===== config.mk =====
export PLATFORM = sky130hd
export DESIGN_NAME = song_sequencer_flat
export DESIGN_NICKNAME = d
export VERILOG_FILES = /design/src/rtl/song_sequencer_if.sv /design/src/rtl/song_sequencer.sv /design/src/flat_wrapper.sv
export SDC_FILE = /design/constraint.sdc
export NUM_CORES = 1
export LEC_CHECK = 0
export BUFFER_PORTS_ARGS = -buffer_cell sky130_fd_sc_hd__buf_2
export CAP_MARGIN = 40
export CELL_PAD_IN_SITES_DETAIL_PLACEMENT = 0
export CELL_PAD_IN_SITES_GLOBAL_PLACEMENT = 1
export CORE_MARGIN = 2
export CORE_UTILIZATION = 41
export DETAILED_ROUTE_END_ITERATION = 16
export HOLD_SLACK_MARGIN = 0.08
export PLACE_DENSITY = 0.87
export SLEW_MARGIN = 10
export SYNTH_ARGS = -nofsm -noshare
export SYNTH_HDL_FRONTEND = slang
export SYNTH_SLANG_ARGS = --single-unit

===== constraint.sdc =====
create_clock -name sys_clk -period 2.9 [get_ports sys_clk]
set_input_delay 0.29 -clock sys_clk [delete_from_list [all_inputs] [get_ports sys_clk]]
set_output_delay 0.29 -clock sys_clk [all_outputs]
set_load 0.01 [all_outputs]

===== src/rtl/song_sequencer_if.sv =====
// Song ROM bus between the sequencer (master) and a synchronous song ROM (slave).
// Read latency is one cycle: data is registered from the address of the previous cycle.
interface song_sequencer_if #(
  parameter int SONG_AW = 6
);
  logic [SONG_AW+2:0] rom_addr;
  logic [8:0]         rom_data;

  modport master (output rom_addr, input  rom_data);
  modport slave  (input  rom_addr, output rom_data);
endinterface


===== src/rtl/song_sequencer.sv =====
// Steps through a stored song, timing each note in beat ticks. In auto mode it
// plays back-to-back; in learn mode it shows a hint and waits for the matching key.
module song_sequencer #(
  parameter int TICK_DIV = 12_500_000,
  parameter int SONG_AW  = 6
) (
  input  logic                sys_clk,
  input  logic                rst,
  input  logic                start,
  input  logic                stop,
  input  logic                learn,
  input  logic [2:0]          song_id,
  song_sequencer_if.master    rom,
  input  logic                key_valid,
  input  logic [4:0]          key_note,
  output logic [4:0]          note_out,
  output logic                note_en,
  output logic [4:0]          hint_note,
  output logic                busy,
  output logic                done,
  output logic [7:0]          miss_cnt
);

  localparam int                TW        = (TICK_DIV > 1) ? $clog2(TICK_DIV) : 1;
  localparam logic [TW-1:0]     TICK_LAST = TW'(TICK_DIV - 1);
  localparam logic [SONG_AW-1:0] IDX_LAST = '1;

  typedef enum logic [2:0] {
    S_IDLE, S_FETCH, S_WAIT_ROM, S_PLAY, S_WAIT_KEY
  } state_t;

  state_t               state, state_nx;
  logic [2:0]           song_q;
  logic                 learn_q;
  logic [SONG_AW-1:0]   idx;
  logic [3:0]           dur_q;
  logic [3:0]           beat_cnt;
  logic [TW-1:0]        tick_cnt;

  logic [4:0] rom_note;
  logic [3:0] rom_dur;
  logic       play_end;
  logic       key_hit;

  assign rom_note     = rom.rom_data[8:4];
  assign rom_dur      = rom.rom_data[3:0];
  assign rom.rom_addr = {song_q, idx};
  // dur_q is never 0 in PLAY: a zero duration ends the song before PLAY is entered.
  assign play_end     = (state == S_PLAY) && (tick_cnt == TICK_LAST) &&
                        (beat_cnt == dur_q - 4'd1);
  assign key_hit      = key_valid && (key_note == hint_note);

  // NOTE: sequential state uses non-blocking (<=) so every register samples pre-edge values.
  always_ff @(posedge sys_clk) begin
    if (rst) state <= S_IDLE;
    else     state <= state_nx;
  end

  always_comb begin
    // NOTE: default first so no path through the case leaves state_nx unassigned (no latch).
    state_nx = state;
    if (stop) begin
      state_nx = S_IDLE;
    end else begin
      case (state)
        S_IDLE:     if (start) state_nx = S_FETCH;
        S_FETCH:    state_nx = S_WAIT_ROM;
        S_WAIT_ROM: begin
          if (rom_dur == 4'd0)                      state_nx = S_IDLE;
          else if (!learn_q || rom_note == 5'd0)    state_nx = S_PLAY;
          else                                      state_nx = S_WAIT_KEY;
        end
        S_PLAY:     if (play_end) state_nx = (idx == IDX_LAST) ? S_IDLE : S_FETCH;
        S_WAIT_KEY: if (key_hit) state_nx = S_PLAY;
        default:    state_nx = S_IDLE;
      endcase
    end
  end

  always_comb begin
    busy    = (state != S_IDLE);
    note_en = (state == S_PLAY) && (note_out != 5'd0);
  end

  always_ff @(posedge sys_clk) begin
    if (rst) begin
      song_q    <= '0;
      learn_q   <= 1'b0;
      idx       <= '0;
      dur_q     <= '0;
      beat_cnt  <= '0;
      tick_cnt  <= '0;
      note_out  <= '0;
      hint_note <= '0;
      done      <= 1'b0;
      miss_cnt  <= '0;
    end else begin
      done <= 1'b0;
      if (stop) begin
        hint_note <= '0;
      end else begin
        case (state)
          S_IDLE: if (start) begin
            song_q   <= song_id;
            learn_q  <= learn;
            idx      <= '0;
            miss_cnt <= '0;
          end
          S_WAIT_ROM: begin
            dur_q    <= rom_dur;
            beat_cnt <= '0;
            tick_cnt <= '0;
            if (rom_dur == 4'd0)                   done      <= 1'b1;
            else if (!learn_q || rom_note == 5'd0) note_out  <= rom_note;
            else                                   hint_note <= rom_note;
          end
          S_PLAY: begin
            if (tick_cnt == TICK_LAST) begin
              tick_cnt <= '0;
              beat_cnt <= beat_cnt + 4'd1;
            end else begin
              tick_cnt <= tick_cnt + 1'b1;
            end
            if (play_end) begin
              hint_note <= '0;
              if (idx == IDX_LAST) done <= 1'b1;
              else                 idx  <= idx + 1'b1;
            end
          end
          S_WAIT_KEY: if (key_valid) begin
            if (key_hit) begin
              note_out <= key_note;
              beat_cnt <= '0;
              tick_cnt <= '0;
            end else if (miss_cnt != 8'hFF) begin
              miss_cnt <= miss_cnt + 8'd1;
            end
          end
          default: ;
        endcase
      end
    end
  end

endmodule


===== src/flat_wrapper.sv =====
// flat-port wrapper written by rule: the top's interface ports become plain ports
module song_sequencer_flat 
#(
  parameter int TICK_DIV = 12_500_000,
  parameter int SONG_AW  = 6
)
  (sys_clk, rst, start, stop, learn, song_id, key_valid, key_note, note_out, note_en, hint_note, busy, done, miss_cnt, rom_rom_addr, rom_rom_data);
  song_sequencer_if #(.SONG_AW(SONG_AW)) rom_i ();
  input  logic sys_clk;
  input  logic rst;
  input  logic start;
  input  logic stop;
  input  logic learn;
  input  logic [2:0] song_id;
  input  logic key_valid;
  input  logic [4:0] key_note;
  output logic [4:0] note_out;
  output logic note_en;
  output logic [4:0] hint_note;
  output logic busy;
  output logic done;
  output logic [7:0] miss_cnt;
  output wire logic [$bits(rom_i.rom_addr)-1:0] rom_rom_addr;
  input wire logic [$bits(rom_i.rom_data)-1:0] rom_rom_data;
  assign rom_rom_addr = rom_i.rom_addr;
  assign rom_i.rom_data = rom_rom_data;
  song_sequencer #(.TICK_DIV(TICK_DIV), .SONG_AW(SONG_AW)) u_core (.sys_clk(sys_clk), .rst(rst), .start(start), .stop(stop), .learn(learn), .song_id(song_id), .rom(rom_i), .key_valid(key_valid), .key_note(key_note), .note_out(note_out), .note_en(note_en), .hint_note(hint_note), .busy(busy), .done(done), .miss_cnt(miss_cnt));
endmodule

==> qor.yml <==
status:
  run_status: "finished, final reports clean"
worst_setup_path:
  data_required_time_of_the_worst_path_ns: 3.17
  timing.critical_path.from_type: "flip-flop"
  crit_start: "u_core.tick_cnt[5]$_SDFFE_PP0P_"
  regToRegEndpoint: "u_core.idx[5]$_SDFFE_PP0P_"
  crit_path_cell_trace: "or4_1 > or4_4 > o31ai_4 > o211ai_4 > or4_1 > a21oi_1"
  crit_path_frequent_cell: "sky130_fd_sc_hd__or4_1"
  gate_family_responsible_for_the_most_delay_along_the_worst_path: "simple AND/OR/NAND/NOR gates"
  criticalPathCategory: "reg -> reg"
  cpMaxStageDelayCell: "sky130_fd_sc_hd__or4_4"
  worstPathBufferInverterCount: 0
  critical_path_arrival_ns: 2.99
  reg2regPathDepth: 6
  cpPeakStageDelay_ns: 0.55
  worstSetupPathDepth: 6
  end_kind: "flip-flop"
  timing.critical_path.fanout_max: 10
  setup.reg_to_reg.worst_slack_ns: 0.18
  rr_startpoint: "u_core.tick_cnt[5]$_SDFFE_PP0P_"
power:
  p_int_w: 0.001252
  power.switching_fraction_pct: 24.14
  clock_network_fraction_of_total_power_pct: 39.9
  power_density_mw_per_mm2: 441.2
  vdd_drop_max_mv: 0.2749
  part_of_the_total_power_dissipated_in_combinational_logic_pct: 6.0
  switching_power_w: 0.0003984
  total_leakage_power_nw: 1.343
  power_frac_seq_pct: 54.1
sta:
  max_freq_mhz: 367.7
  fin_worst_skew_ns: 0.008098
  final-hold-violation-count: 0
  finalMaxSlewViolations: 0
  rsz_0062_raised_after_global_routing: "no"
  timing.max_slew.rel_slack_pct: 43.97
  fin_worst_hold_slack_ns: 0.1855
  post-route-period-util_pct: 93.77
  fin_setup_tns_ns: 0
  final.min_clock_period_ns: 2.719
  timing_worst_slew_pin_value_ns: 0.8405
  report.final.setup_viol: 0
clock_tree:
  tritoncts: "done"
  cts_sinks: 64
  clock_insertion_delay_worst_skew_ns: 0.34
  ctsRootBufferMaster: "sky130_fd_sc_hd__clkbuf_8"
  cts-buffers-inserted: 9
  cts_max_level: 3
  cts_post_setup_buffers_inserted: 0
  cts-resized-gates: 0
  cts.path.max_buffers: 2
  cts.clk_slew.worst_paths_ns: 0.07
  hold_buffers: 0
finish:
  layout.cells.most_common_list: "sky130_fd_sc_hd__dfxtp_1, sky130_fd_sc_hd__nor2_1, sky130_fd_sc_hd__buf_2"
  finalNetCount: 478
  most_common_cell_after_layout_fill_and_taps_aside: "sky130_fd_sc_hd__dfxtp_1"
  layout-area-overhead-vs-synth_pct: 16.67
  n_antenna_cell: 0
  final_cell_area_sq_mm: 0.003740
  drive_above_1_share_pct: 19.12
logic_synthesis:
  synthesis.nets: 426
  synth-edff-count: 0
  count_of_state_elements_after_synthesis: 64
  yosysSeqAreaShare_pct: 39.97
  syn-cell-area_sq_mm: 0.003206
  synth.yosys.warnings: 0
  async_flop_share_pct: 0
  synth_cell_type_count: 46
  avgSynthCellArea_sq_um: 8.054
  synth_cells: 398
  synthFlopType: "sky130_fd_sc_hd__dfxtp_1"
drt:
  post-route-drc-count: 0
  routed_wirelength_microns: 7316
  initialDrtViolationCount: 98
  antenna_violating_nets_post_route: 0
  firstDrtPassIters: 4
  wire_per_inst_microns: 13.13
  avgViaCountPerCell: 5.242
  vias: 2920
hold_path:
  min_path_cells: 3
  hold_path.class: "in -> reg"
  min_from: "song_id[0]"
  hold-path-endpoint: "u_core.song_q[0]$_SDFFE_PP0P_"
global_routing:
  grt_first_pass_wirelength_microns: 12480
  global_router_s_overall_resource_usage_pct: 18.17
  grt_overflow: 0
  grt_start_max_net_pins: 29
  grt_pass1_vias: 2758
  grt_antenna_before_repair: 0
job:
  maxCapViolCount: 0
floorplanning:
  die-area_sq_mm: 0.008541
  placeable_core_region_sq_mm: 0.007647
  dieWidth_microns: 92.42
  chipHeight_microns: 92.42
  fp-row-count: 32
  num_io_pins: 53
  effective_utilization_at_floorplan_pct: 41.92
placement:
  globalplace.congestion: 0.8795
  hpwl_microns: 5337
  placedInstanceArea_sq_mm: 0.003575
  io_buffers: 52
==> how the worst max path moves through the flow <==
stage,to
2_1_floorplan,u_core.idx[5]$_SDFFE_PP0P_
3_3_place_gp,u_core.idx[5]$_SDFFE_PP0P_
3_5_place_dp,u_core.idx[5]$_SDFFE_PP0P_
4_1_cts,u_core.idx[5]$_SDFFE_PP0P_
5_1_grt,u_core.done$_SDFF_PP0_
6_report,u_core.idx[5]$_SDFFE_PP0P_
==> synthesized netlist by cell type, types with 2 or more instances <==
master                      number  area [sq um]
sky130_fd_sc_hd__nand2b_1        5         31.28
sky130_fd_sc_hd__a21oi_1        27         135.1
sky130_fd_sc_hd__or3_2           4         30.03
sky130_fd_sc_hd__a22oi_1         7         52.55
sky130_fd_sc_hd__xnor2_1        31         271.5
sky130_fd_sc_hd__or3b_2          2         17.52
sky130_fd_sc_hd__ha_1            5         62.56
sky130_fd_sc_hd__xor2_1          5         43.79
sky130_fd_sc_hd__dfxtp_1        64          1281
sky130_fd_sc_hd__nor3_1         16         80.08
sky130_fd_sc_hd__nand2_1        40         150.1
sky130_fd_sc_hd__or2_2           3         18.77
sky130_fd_sc_hd__a311oi_1        5         43.79
sky130_fd_sc_hd__mux2i_1         4         40.04
sky130_fd_sc_hd__nand3_1        14         70.07
sky130_fd_sc_hd__a2111oi_0       2         17.52
sky130_fd_sc_hd__or3_1           3         18.77
sky130_fd_sc_hd__nor4_1          7         43.79
sky130_fd_sc_hd__a211oi_1        5         37.54
sky130_fd_sc_hd__nor2_1         61         229.0
sky130_fd_sc_hd__buf_2           3         15.01
sky130_fd_sc_hd__nand4_1        10         62.56
sky130_fd_sc_hd__o21ai_0        19         95.09
sky130_fd_sc_hd__and2_1          3         18.77
sky130_fd_sc_hd__clkbuf_1       14         52.55
sky130_fd_sc_hd__o31ai_1         2         15.01
sky130_fd_sc_hd__inv_1          13         48.80
sky130_fd_sc_hd__or4_1           6         45.04
==> cells by family (layout without fill, tap and decap cells) <==
logic type,count (synthesis),after routing,share of synthesized area (%)
DFF,64,64,39.97
buffers and inverters,31,88,3.747
xor gates and xnor gates,36,36,9.836
muxes,4,4,1.249
AOI/OAI and AO/OA,75,75,15.34
adders and majority gates,5,5,1.952
and+or+nand+nor,183,183,27.91
==> per-layer routing <==
metal	vias to the layer above	wire length (microns)	track usage, %
li1	1499	-	-
met5	-	0	0
met4	0	167	6.716
met3	17	292	5.207
met2	58	3557	30.96
met1	1346	3298	21.68
==> registers in the layout, indices dropped and copies added, names as in the netlist <==
name	flops
u_core.note_out	5
u_core.state	3
u_core.tick_cnt	24
u_core.done	1
u_core.song_q	3
u_core.dur_q	4
u_core.hint_note	5
u_core.learn_q	1
u_core.miss_cnt	8
u_core.idx	6
u_core.beat_cnt	4
==> layout make-up <==
class / instances / area (sq um)
Inverter: 13 / 48.80
Clock inverter: 4 / 20.02
Tap cell: 102 / 127.6
Multi-Input combinational cell: 303 / 1804
Timing Repair Buffer: 59 / 312.8
Fill cell: 792 / 3908
Clock buffer: 12 / 145.1
Sequential cell: 64 / 1281
==> tightest hold or removal path, stage by stage <==
cell	delay, ns
sky130_fd_sc_hd__buf_2	0.09
sky130_fd_sc_hd__nand2_1	0.04
sky130_fd_sc_hd__a21oi_1	0.05
==> power groups by stage <==
stage          sequential [W]  clock [W]  combinational [W]
2_1_floorplan        0.000912          0          0.0000590
3_3_place_gp         0.000912          0          0.0000976
3_5_place_dp         0.000913          0          0.0000992
4_1_cts              0.000893   0.000687          0.0000995
5_1_grt              0.000893   0.000719           0.000110
6_report             0.000893   0.000659          0.0000985
==> stage by stage <==
step / util, % / power, W / worst slack [ns] / instances
3_5_place_dp: 46.74 / 0.001012 / 0.2004 / 541
2_1_floorplan: - / 0.0009711 / 0.2654 / 398
5_1_grt: 48.90 / 0.001722 / 0.002968 / 557
3_3_place_gp: 46.74 / 0.001010 / 0.2398 / 541
4_1_cts: 48.90 / 0.001679 / 0.1821 / 557
6_report: 48.90 / 0.001650 / 0.1807 / 557
Note: power is estimated with default switching activity, not from simulation.
